[src/rtl/tt_um_freq_meter_pkg.sv]
// Shared constants for the gated frequency meter: FSM encoding, gate
// length exponents, status-bit positions and the gate-length helper.
`timescale 1ns/1ps
package tt_um_freq_meter_pkg;

    typedef enum logic [1:0] {
        ST_IDLE = 2'd0,
        ST_GATE = 2'd1,
        ST_HOLD = 2'd2
    } state_e;

    // Gate length is 2^(GATE_EXP_BASE + GATE_EXP_STEP*gate_sel) cycles.
    localparam int GATE_EXP_BASE = 8;
    localparam int GATE_EXP_STEP = 2;
    // Wide enough to hold length-1 of the longest gate (16384 cycles).
    localparam int GATE_CNT_W    = 14;

    // Bit positions of the status flags on uio_out.
    localparam int UIO_BUSY = 0;
    localparam int UIO_DONE = 1;
    localparam int UIO_OVF  = 2;

    localparam logic [7:0] UIO_OE_MASK = 8'b0000_0111;

    // Last gate-counter value of a window selected by sel (length - 1).
    function automatic logic [GATE_CNT_W-1:0] gate_last(input logic [1:0] sel);
        logic [GATE_CNT_W:0] len;
        len = (GATE_CNT_W+1)'(1) << (GATE_EXP_BASE + GATE_EXP_STEP * int'(sel));
        return GATE_CNT_W'(len - (GATE_CNT_W+1)'(1));
    endfunction

endpackage

[src/rtl/sync_edge.sv]
// Two-flop synchronizer with a third delay flop; rise pulses for one
// cycle when the synchronized input goes from 0 to 1.
`timescale 1ns/1ps
module sync_edge (
    input  logic clk,
    input  logic rst_n,
    input  logic d,
    output logic q,
    output logic rise
);

    logic s1_q;
    logic s2_q;
    logic s3_q;

    // Synchronizer chain plus the edge-detect delay stage.
    always_ff @(posedge clk or negedge rst_n) begin
        if (!rst_n) begin
            s1_q <= 1'b0;
            s2_q <= 1'b0;
            s3_q <= 1'b0;
        end else begin
            s1_q <= d;
            s2_q <= s1_q;
            s3_q <= s2_q;
        end
    end

    assign q    = s2_q;
    assign rise = s2_q & ~s3_q;

endmodule

[src/rtl/tt_um_freq_meter.sv]
// Gated frequency meter: counts synchronized rising edges of ui_in[0]
// during a programmable window of system-clock cycles and holds the count.
`timescale 1ns/1ps
module tt_um_freq_meter
    import tt_um_freq_meter_pkg::*;
#(
    parameter int CNT_W = 12
) (
    input  logic       clk,
    input  logic       rst_n,
    input  logic       ena,
    input  logic [7:0] ui_in,
    output logic [7:0] uo_out,
    input  logic [7:0] uio_in,
    output logic [7:0] uio_out,
    output logic [7:0] uio_oe
);

    localparam logic [CNT_W-1:0] EDGE_MAX = '1;

    state_e                  state_q, state_d;
    logic [GATE_CNT_W-1:0]   gate_cnt_q, gate_cnt_d;
    logic [1:0]              gate_sel_q, gate_sel_d;
    logic [CNT_W-1:0]        edge_cnt_q, edge_cnt_d;
    logic [CNT_W-1:0]        result_q, result_d;
    logic                    ovf_q, ovf_d;

    logic sig_sync, sig_rise;
    logic start_sync, start_rise;
    logic busy, done;
    logic [7:0] hi_byte;

    sync_edge u_sig_sync (
        .clk   (clk),
        .rst_n (rst_n),
        .d     (ui_in[0]),
        .q     (sig_sync),
        .rise  (sig_rise)
    );

    sync_edge u_start_sync (
        .clk   (clk),
        .rst_n (rst_n),
        .d     (ui_in[1]),
        .q     (start_sync),
        .rise  (start_rise)
    );

    // State register and datapath registers; reset aborts any measurement.
    always_ff @(posedge clk or negedge rst_n) begin
        if (!rst_n) begin
            state_q    <= ST_IDLE;
            gate_cnt_q <= '0;
            gate_sel_q <= '0;
            edge_cnt_q <= '0;
            result_q   <= '0;
            ovf_q      <= 1'b0;
        end else begin
            state_q    <= state_d;
            gate_cnt_q <= gate_cnt_d;
            gate_sel_q <= gate_sel_d;
            edge_cnt_q <= edge_cnt_d;
            result_q   <= result_d;
            ovf_q      <= ovf_d;
        end
    end

    // Next-state logic: arm on start from IDLE/HOLD, count during GATE,
    // capture the count (including a last-cycle edge) into result on exit.
    always_comb begin
        state_d    = state_q;
        gate_cnt_d = gate_cnt_q;
        gate_sel_d = gate_sel_q;
        edge_cnt_d = edge_cnt_q;
        result_d   = result_q;
        ovf_d      = ovf_q;
        case (state_q)
            ST_IDLE, ST_HOLD: begin
                if (start_rise) begin
                    state_d    = ST_GATE;
                    gate_cnt_d = '0;
                    gate_sel_d = ui_in[3:2];
                    edge_cnt_d = '0;
                    ovf_d      = 1'b0;
                end
            end
            ST_GATE: begin
                gate_cnt_d = gate_cnt_q + GATE_CNT_W'(1);
                if (sig_rise) begin
                    if (edge_cnt_q == EDGE_MAX) begin
                        ovf_d = 1'b1;
                    end else begin
                        edge_cnt_d = edge_cnt_q + CNT_W'(1);
                    end
                end
                if (gate_cnt_q == gate_last(gate_sel_q)) begin
                    state_d  = ST_HOLD;
                    result_d = edge_cnt_d;
                end
            end
            default: begin
                state_d = ST_IDLE;
            end
        endcase
    end

    assign busy = (state_q == ST_GATE);
    assign done = (state_q == ST_HOLD);

    // Output formatting: byte_sel picks low result byte or {ovf, pad, high bits}.
    always_comb begin
        hi_byte                = '0;
        hi_byte[7]             = ovf_q;
        hi_byte[CNT_W-9:0]     = result_q[CNT_W-1:8];
        uo_out                 = ui_in[4] ? hi_byte : result_q[7:0];
        uio_out                = '0;
        uio_out[UIO_BUSY]      = busy;
        uio_out[UIO_DONE]      = done;
        uio_out[UIO_OVF]       = ovf_q;
    end

    assign uio_oe = UIO_OE_MASK;

    logic unused_ok;
    assign unused_ok = &{1'b0, ena, uio_in, ui_in[7:5], sig_sync, start_sync};

endmodule
[config.mk]
export PLATFORM = sky130hd
export DESIGN_NAME = tt_um_freq_meter
export DESIGN_NICKNAME = d
export VERILOG_FILES = /design/src/rtl/tt_um_freq_meter_pkg.sv /design/src/rtl/sync_edge.sv /design/src/rtl/tt_um_freq_meter.sv
export SDC_FILE = /design/constraint.sdc
export NUM_CORES = 1
export LEC_CHECK = 0
export CAP_MARGIN = 20
export CELL_PAD_IN_SITES_DETAIL_PLACEMENT = 0
export CELL_PAD_IN_SITES_GLOBAL_PLACEMENT = 2
export CORE_MARGIN = 10
export CORE_UTILIZATION = 29
export CTS_BUF_LIST = sky130_fd_sc_hd__clkbuf_8
export CTS_CLUSTER_SIZE = 10
export DETAILED_ROUTE_END_ITERATION = 8
export PLACE_DENSITY_LB_ADDON = 0.1
export SLEW_MARGIN = 15
export SYNTH_ARGS = -nofsm -noshare
export SYNTH_HDL_FRONTEND = slang
export SYNTH_SLANG_ARGS = --single-unit
[constraint.sdc]
create_clock -name clk -period 2.75 [get_ports clk]
set_clock_uncertainty 0.15 [all_clocks]
set_input_delay 0.275 -clock clk [delete_from_list [all_inputs] [get_ports clk]]
set_output_delay 0.275 -clock clk [all_outputs]
set_load 0.05 [all_outputs]
* Yosys cells after proc, flatten, opt, wreduce, memory -nomap -nowiden
Cells that the tools add are included.
W data, S select, Z words.
** Cells by class
- $add $sub $neg :: 4
- Eq/ne operators :: 8
- Shift operators :: 1
- Muxes and demuxes :: 14
- Bitwise gates (word level) :: 4
- Reductions and logical operators :: 8
** Operators with widths (count)
- $mux W12 :: 3
- $pmux W14 S2 :: 1
- $pmux W12 S2 :: 1
- $add A14 B1 Y14 const B :: 1
- $eq A14 B14 Y1 :: 1
- $mux W14 :: 1
- $shl A1 B5 Y14 const A :: 1
- $sub A14 B1 Y14 const B :: 1
- $add A12 B1 Y12 const B :: 1
- $eq A12 B12 Y1 const B :: 1
- $mux W8 :: 1
- $reduce_and A2 Y1 :: 4
- $add A4 B3 Y5 const A :: 1
- $mux W2 :: 2
- $ne A2 B1 Y1 const B :: 2
- $ne A2 B2 Y1 const B :: 2
- $pmux W2 S2 :: 1
- $reduce_and A4 Y1 :: 1
- $mux W1 :: 3
- $and A1 B1 Y1 :: 2
- $eq A2 B1 Y1 const B :: 1
- $eq A2 B2 Y1 const B :: 1
- $logic_not A2 Y1 :: 1
- $not A1 Y1 :: 2
- 3 further kinds :: 3
** Storage, ports and cells
- Register bits :: 49
- Input port bits :: 19
- Output and inout bits :: 24
- Word-level logic and storage cells :: 51

* Depth between registers and ports, before layout
- Depth after elaboration :: 6
- Depth in mapped cells :: 7
- Mapped depth without buffers :: 6

* By module
From an unflattened synthesis, not the netlist that was laid out.
** Second synthesis, totals
- Cells, all modules :: 291
- Area total of the unflattened synthesis :: 2839.0 µm²
** By module, submodules not included
- tt_um_freq_meter :: times used 1, cells each 283, area each 2661.3 µm², sequential area each 1076.0 µm²
- sync_edge :: times used 2, cells each 4, area each 88.8 µm², sequential area each 75.1 µm²

* Worst setup path before layout
Ideal clock, no wire load.
- Path kind :: reg-to-reg
- From :: register gate_sel_q[1]
- To :: register result_q[11]
- Setup time :: 0.125 ns
- Data arrival time :: 2.164 ns
- Required time :: 2.475 ns
- Setup slack :: 0.310 ns
- Cell stages (with the launch flop) :: 8
- Period minus slack after synthesis :: 2.440 ns
- Cell sequence :: dfrtp_1 > or2_2 > ha_1 > xor2_1 > nand2_1 > a2111oi_4 > buf_6 > mux2_4
** On the way
- Cells in the longest elaborated chain, start to end :: 5
** Ends and longest elaborated chain
- start, declared :: line tt_um_freq_meter.sv:23 : logic [1:0] gate_sel_q, gate_sel_d;
- start signal, assigned :: line tt_um_freq_meter.sv:61 : gate_sel_q <= gate_sel_d;
- $add A4 B3 Y5 :: line tt_um_freq_meter_pkg.sv:28 : len = (GATE_CNT_W+1)'(1) << (GATE_EXP_BASE + GATE_EXP_STEP * int'(sel));
- $shl A1 B5 Y14 :: line tt_um_freq_meter_pkg.sv:28
- $sub A14 B1 Y14 :: line tt_um_freq_meter_pkg.sv:29 : return GATE_CNT_W'(len - (GATE_CNT_W+1)'(1));
- $eq A14 B14 Y1 :: line tt_um_freq_meter.sv:96 : if (gate_cnt_q == gate_last(gate_sel_q)) begin
- $reduce_and A2 Y1 (no source line)
- end signal, assigned :: line tt_um_freq_meter.sv:63 : result_q <= result_d;
- end, declared :: line tt_um_freq_meter.sv:25 : logic [CNT_W-1:0] result_q, result_d;
No other way between the ends.
A chain may end at the register's enable or synchronous reset.

* Final worst setup path
- From :: register gate_sel_q[1]
- To :: register result_q[0]
Same word-level chain as after synthesis.

==> results.sh <==
export IMPL_ys_flop_type="dfrtp_1"
export IMPL_synth_top_area_cell="dfrtp_1"
export IMPL_synth_warning_count=0
export IMPL_port_buffers=17
export IMPL_dp_hpwl_mm=4.94
export IMPL_grt_pass1_wl_mm=11.9
export IMPL_chipHeight_um=119
export IMPL_max_slew_worst_pin_slew_ns=0.816
export IMPL_setup_violations=0
export IMPL_r2r_slack_ns=0.24
export IMPL_routed_wl_mm=6.95
export IMPL_worstPathArrival_ns=2.55
export IMPL_slew_limit_headroom_pct=45.4
export IMPL_hold_violations=0
export IMPL_place_gp_congestion=0.768
export IMPL_clockPowerShare_pct=30.0
export IMPL_routed_via_density=4.95
export IMPL_p_seq_share_pct=48.9
export IMPL_htree_levels=2
export IMPL_hp_class="flop to flop"
export IMPL_ys_seq_elements=49
export IMPL_numCtsBuffers=5
export IMPL_nets=329
export IMPL_drc=0
export IMPL_peakVddDrop_uv=239
export IMPL_insertedDiodeCount=0
export IMPL_clock_latency_ns=0.31
export IMPL_fmax_mhz=399
export IMPL_crit_chain="or2_2, ha_1, xor2_1, nand2_1, a2111oi_4, buf_12, mux2_2"
export IMPL_cp_top_family="flip-flops"
export IMPL_rsz0062_at_grt="no"
export IMPL_core_area_mm2=0.00937
export IMPL_fin_crit_ns=2.51
export IMPL_cp_num_buf_inv=1
export IMPL_vias=2162
export IMPL_worst_setup_path_end_kind="flop"
export IMPL_finalCritPeriodShare_pct=91.2
export IMPL_p_per_area_mw_per_mm2=574
export IMPL_switching_share_pct=32.7
export IMPL_cts_reportedPaths_clkPinSlew_ns=0.10
export IMPL_syn_area_mm2=0.00282
export IMPL_hold_buffers=1
export IMPL_mostFrequentLayoutCells="dfrtp_1 (49), nand2_1 (27), o21ai_0 (20), a21oi_1 (17), conb_1 (13)"
export IMPL_syn_inst=293
export IMPL_final_cells=437
export IMPL_crit_required_ns=2.79
export IMPL_ioPinCount=43
export IMPL_grt_pass1_vias=2168
export IMPL_cts_root_buffer="clkbuf_8"
export IMPL_cp_slowest_stage_delay_ns=0.43
export IMPL_critical_path_max_fanout=13
export IMPL_cts_resized=0
export IMPL_combPwrFrac_pct=21.1
export IMPL_grt_ovfl_total=0
export IMPL_cts_buffer_depth=2
export IMPL_start_kind="flop"
export IMPL_antenna_found_initial=0
export IMPL_dieArea_mm2=0.0141
export IMPL_ys_types=51
export IMPL_die_w_um=119
export IMPL_synthArstFlopShare_pct=100
export IMPL_cts_sinks=49
export IMPL_crit_type="flop to flop"
export IMPL_syn_to_final_growth_pct=14.3
export IMPL_final_common_cell="dfrtp_1"
export IMPL_status="complete, no violations"
export IMPL_placedCellCount=428
export IMPL_routedWlPerCell_um=15.9
export IMPL_intPower_uw=1250
export IMPL_fillCellCount=985
export IMPL_slew_violations=0
export IMPL_rows=35
export IMPL_dr_pass1_iters=4
export IMPL_switchingPower_uw=607
export IMPL_cts_tree="done"
export IMPL_finalSetupTns_ns=0
export IMPL_grt_use_total_pct=10.1
export IMPL_postCtsSetupRepairBufs=0
export IMPL_drt_iter0_drc=153
export IMPL_p_total_uw=1850
export IMPL_maxCapViolCount=0
export IMPL_leakagePower_uw=0.00141
export IMPL_synth_area_leaders="dfrtp_1 (43%), buf_4 (4.3%), nand2_1 (3.6%)"
export IMPL_start_util_pct=30.1
export IMPL_synth_edf_count=0
export IMPL_postSynthAreaPerCell_um2=9.64
export IMPL_drive_gt1_share_pct=13.0
export IMPL_synth_top_cell_area_share_pct=43.4
export IMPL_slowest_stage="dfrtp_1"
export IMPL_detail_route_antenna_nets=0
export IMPL_grt_max_degree=50
export IMPL_ys_seq_area_share_pct=43.4
-- layer usage --
layer  GRT usage (%)  part of all wire (%)  vias to the layer above
li1                -                     -                     1073
met1            14.2                    51                     1040
met2            15.0                    44                       42
met3            1.95                   3.4                        7
met4            3.59                   1.6                        0
met5               0                     0                        -
-- sequential cells by signal (all words and copies together), names as in the netlist --
name	cells
u_start_sync.s3_q	1
u_start_sync.s1_q	1
gate_sel_q	2
u_start_sync.q	1
edge_cnt_q	12
u_sig_sync.s1_q	1
u_sig_sync.s3_q	1
u_sig_sync.q	1
ovf_q	1
state_q	2
gate_cnt_q	14
result_q	12
-- Yosys cell counts (2+ instances only) --
| cell | count |
|---|---|
| dfrtp_1 | 49 |
| nand2_1 | 27 |
| o21ai_0 | 20 |
| a21oi_1 | 17 |
| buf_4 | 16 |
| clkbuf_1 | 11 |
| inv_1 | 11 |
| nand3_1 | 11 |
| nand4_1 | 11 |
| mux2i_1 | 8 |
| nor2_1 | 8 |
| mux2_2 | 7 |
| a31oi_1 | 6 |
| and4_1 | 6 |
| mux2_4 | 6 |
| a21o_1 | 5 |
| and3_1 | 5 |
| nor2b_1 | 5 |
| or4_1 | 5 |
| nand2b_1 | 4 |
| nor3_1 | 4 |
| o31ai_1 | 4 |
| a41oi_1 | 3 |
| and2_1 | 3 |
| ha_1 | 3 |
| nor4_1 | 3 |
| o22ai_1 | 3 |
| xnor2_1 | 3 |
| and4b_1 | 2 |
| buf_1 | 2 |
| conb_1 | 2 |
| nor3b_1 | 2 |
| o22a_1 | 2 |
| xor2_1 | 2 |
-- stage by stage --
step / worst slack (ns) / util, % / hold WS [ns] / instance area (µm²)
floorplan: 0.310 / - / -0.171 / 2870
global placement: 0.259 / 33.0 / 0.140 / 3100
detailed placement: 0.256 / 33.0 / 0.138 / 3100
CTS: 0.235 / 34.4 / 0.210 / 3230
global route: 0.117 / 34.4 / 0.219 / 3230
finish: 0.241 / 34.4 / 0.205 / 3230
-- cells by family (layout without fill, tap and decap cells) --
family / Yosys count / after routing / synth area share [%]
simple gates: 102 / 102 / 20.2
other cells: 2 / 13 / 0.266
xor+xnor: 5 / 5 / 1.55
fa+ha+maj: 3 / 3 / 1.33
mux: 21 / 21 / 8.82
compound gates: 70 / 70 / 16.5
flops: 49 / 49 / 43.4
buf+inv: 41 / 45 / 7.84
-- layout make-up --
| cell class | instances | area (µm²) | area share, % |
|---|---|---|---|
| clock inverter | 2 | 37.5 | 1.16 |
| tap | 129 | 161 | 5.00 |
| inverter | 11 | 41.3 | 1.28 |
| clock buffer | 6 | 82.6 | 2.56 |
| sequential | 49 | 1230 | 38.0 |
| timing repair buffer | 26 | 260 | 8.07 |
| multi-input combinational | 214 | 1420 | 43.9 |
-- power groups by stage --
stage | combinational (µW) | clock [µW] | sequential, µW
3_5_place_dp | 395 | 0 | 920
5_1_grt | 449 | 612 | 929
6_report | 391 | 556 | 905
4_1_cts | 399 | 587 | 905
2_1_floorplan | 337 | 0 | 874
3_3_place_gp | 396 | 0 | 920
-- path summary, 6_finish.rpt --
check / to / cells past startpoint / start
setup / recovery: result_q[0] / 7 / gate_sel_q[1]
hold / removal: u_sig_sync.q / 0 / u_sig_sync.s1_q
setup reg to reg: result_q[0] / 7 / gate_sel_q[1]
hold reg to reg: u_sig_sync.q / 0 / u_sig_sync.s1_q
max in group asynchronous: result_q[9] / 3 / rst_n
min in group asynchronous: gate_cnt_q[4] / 3 / rst_n
Note: power is estimated with default switching activity, not from simulation.
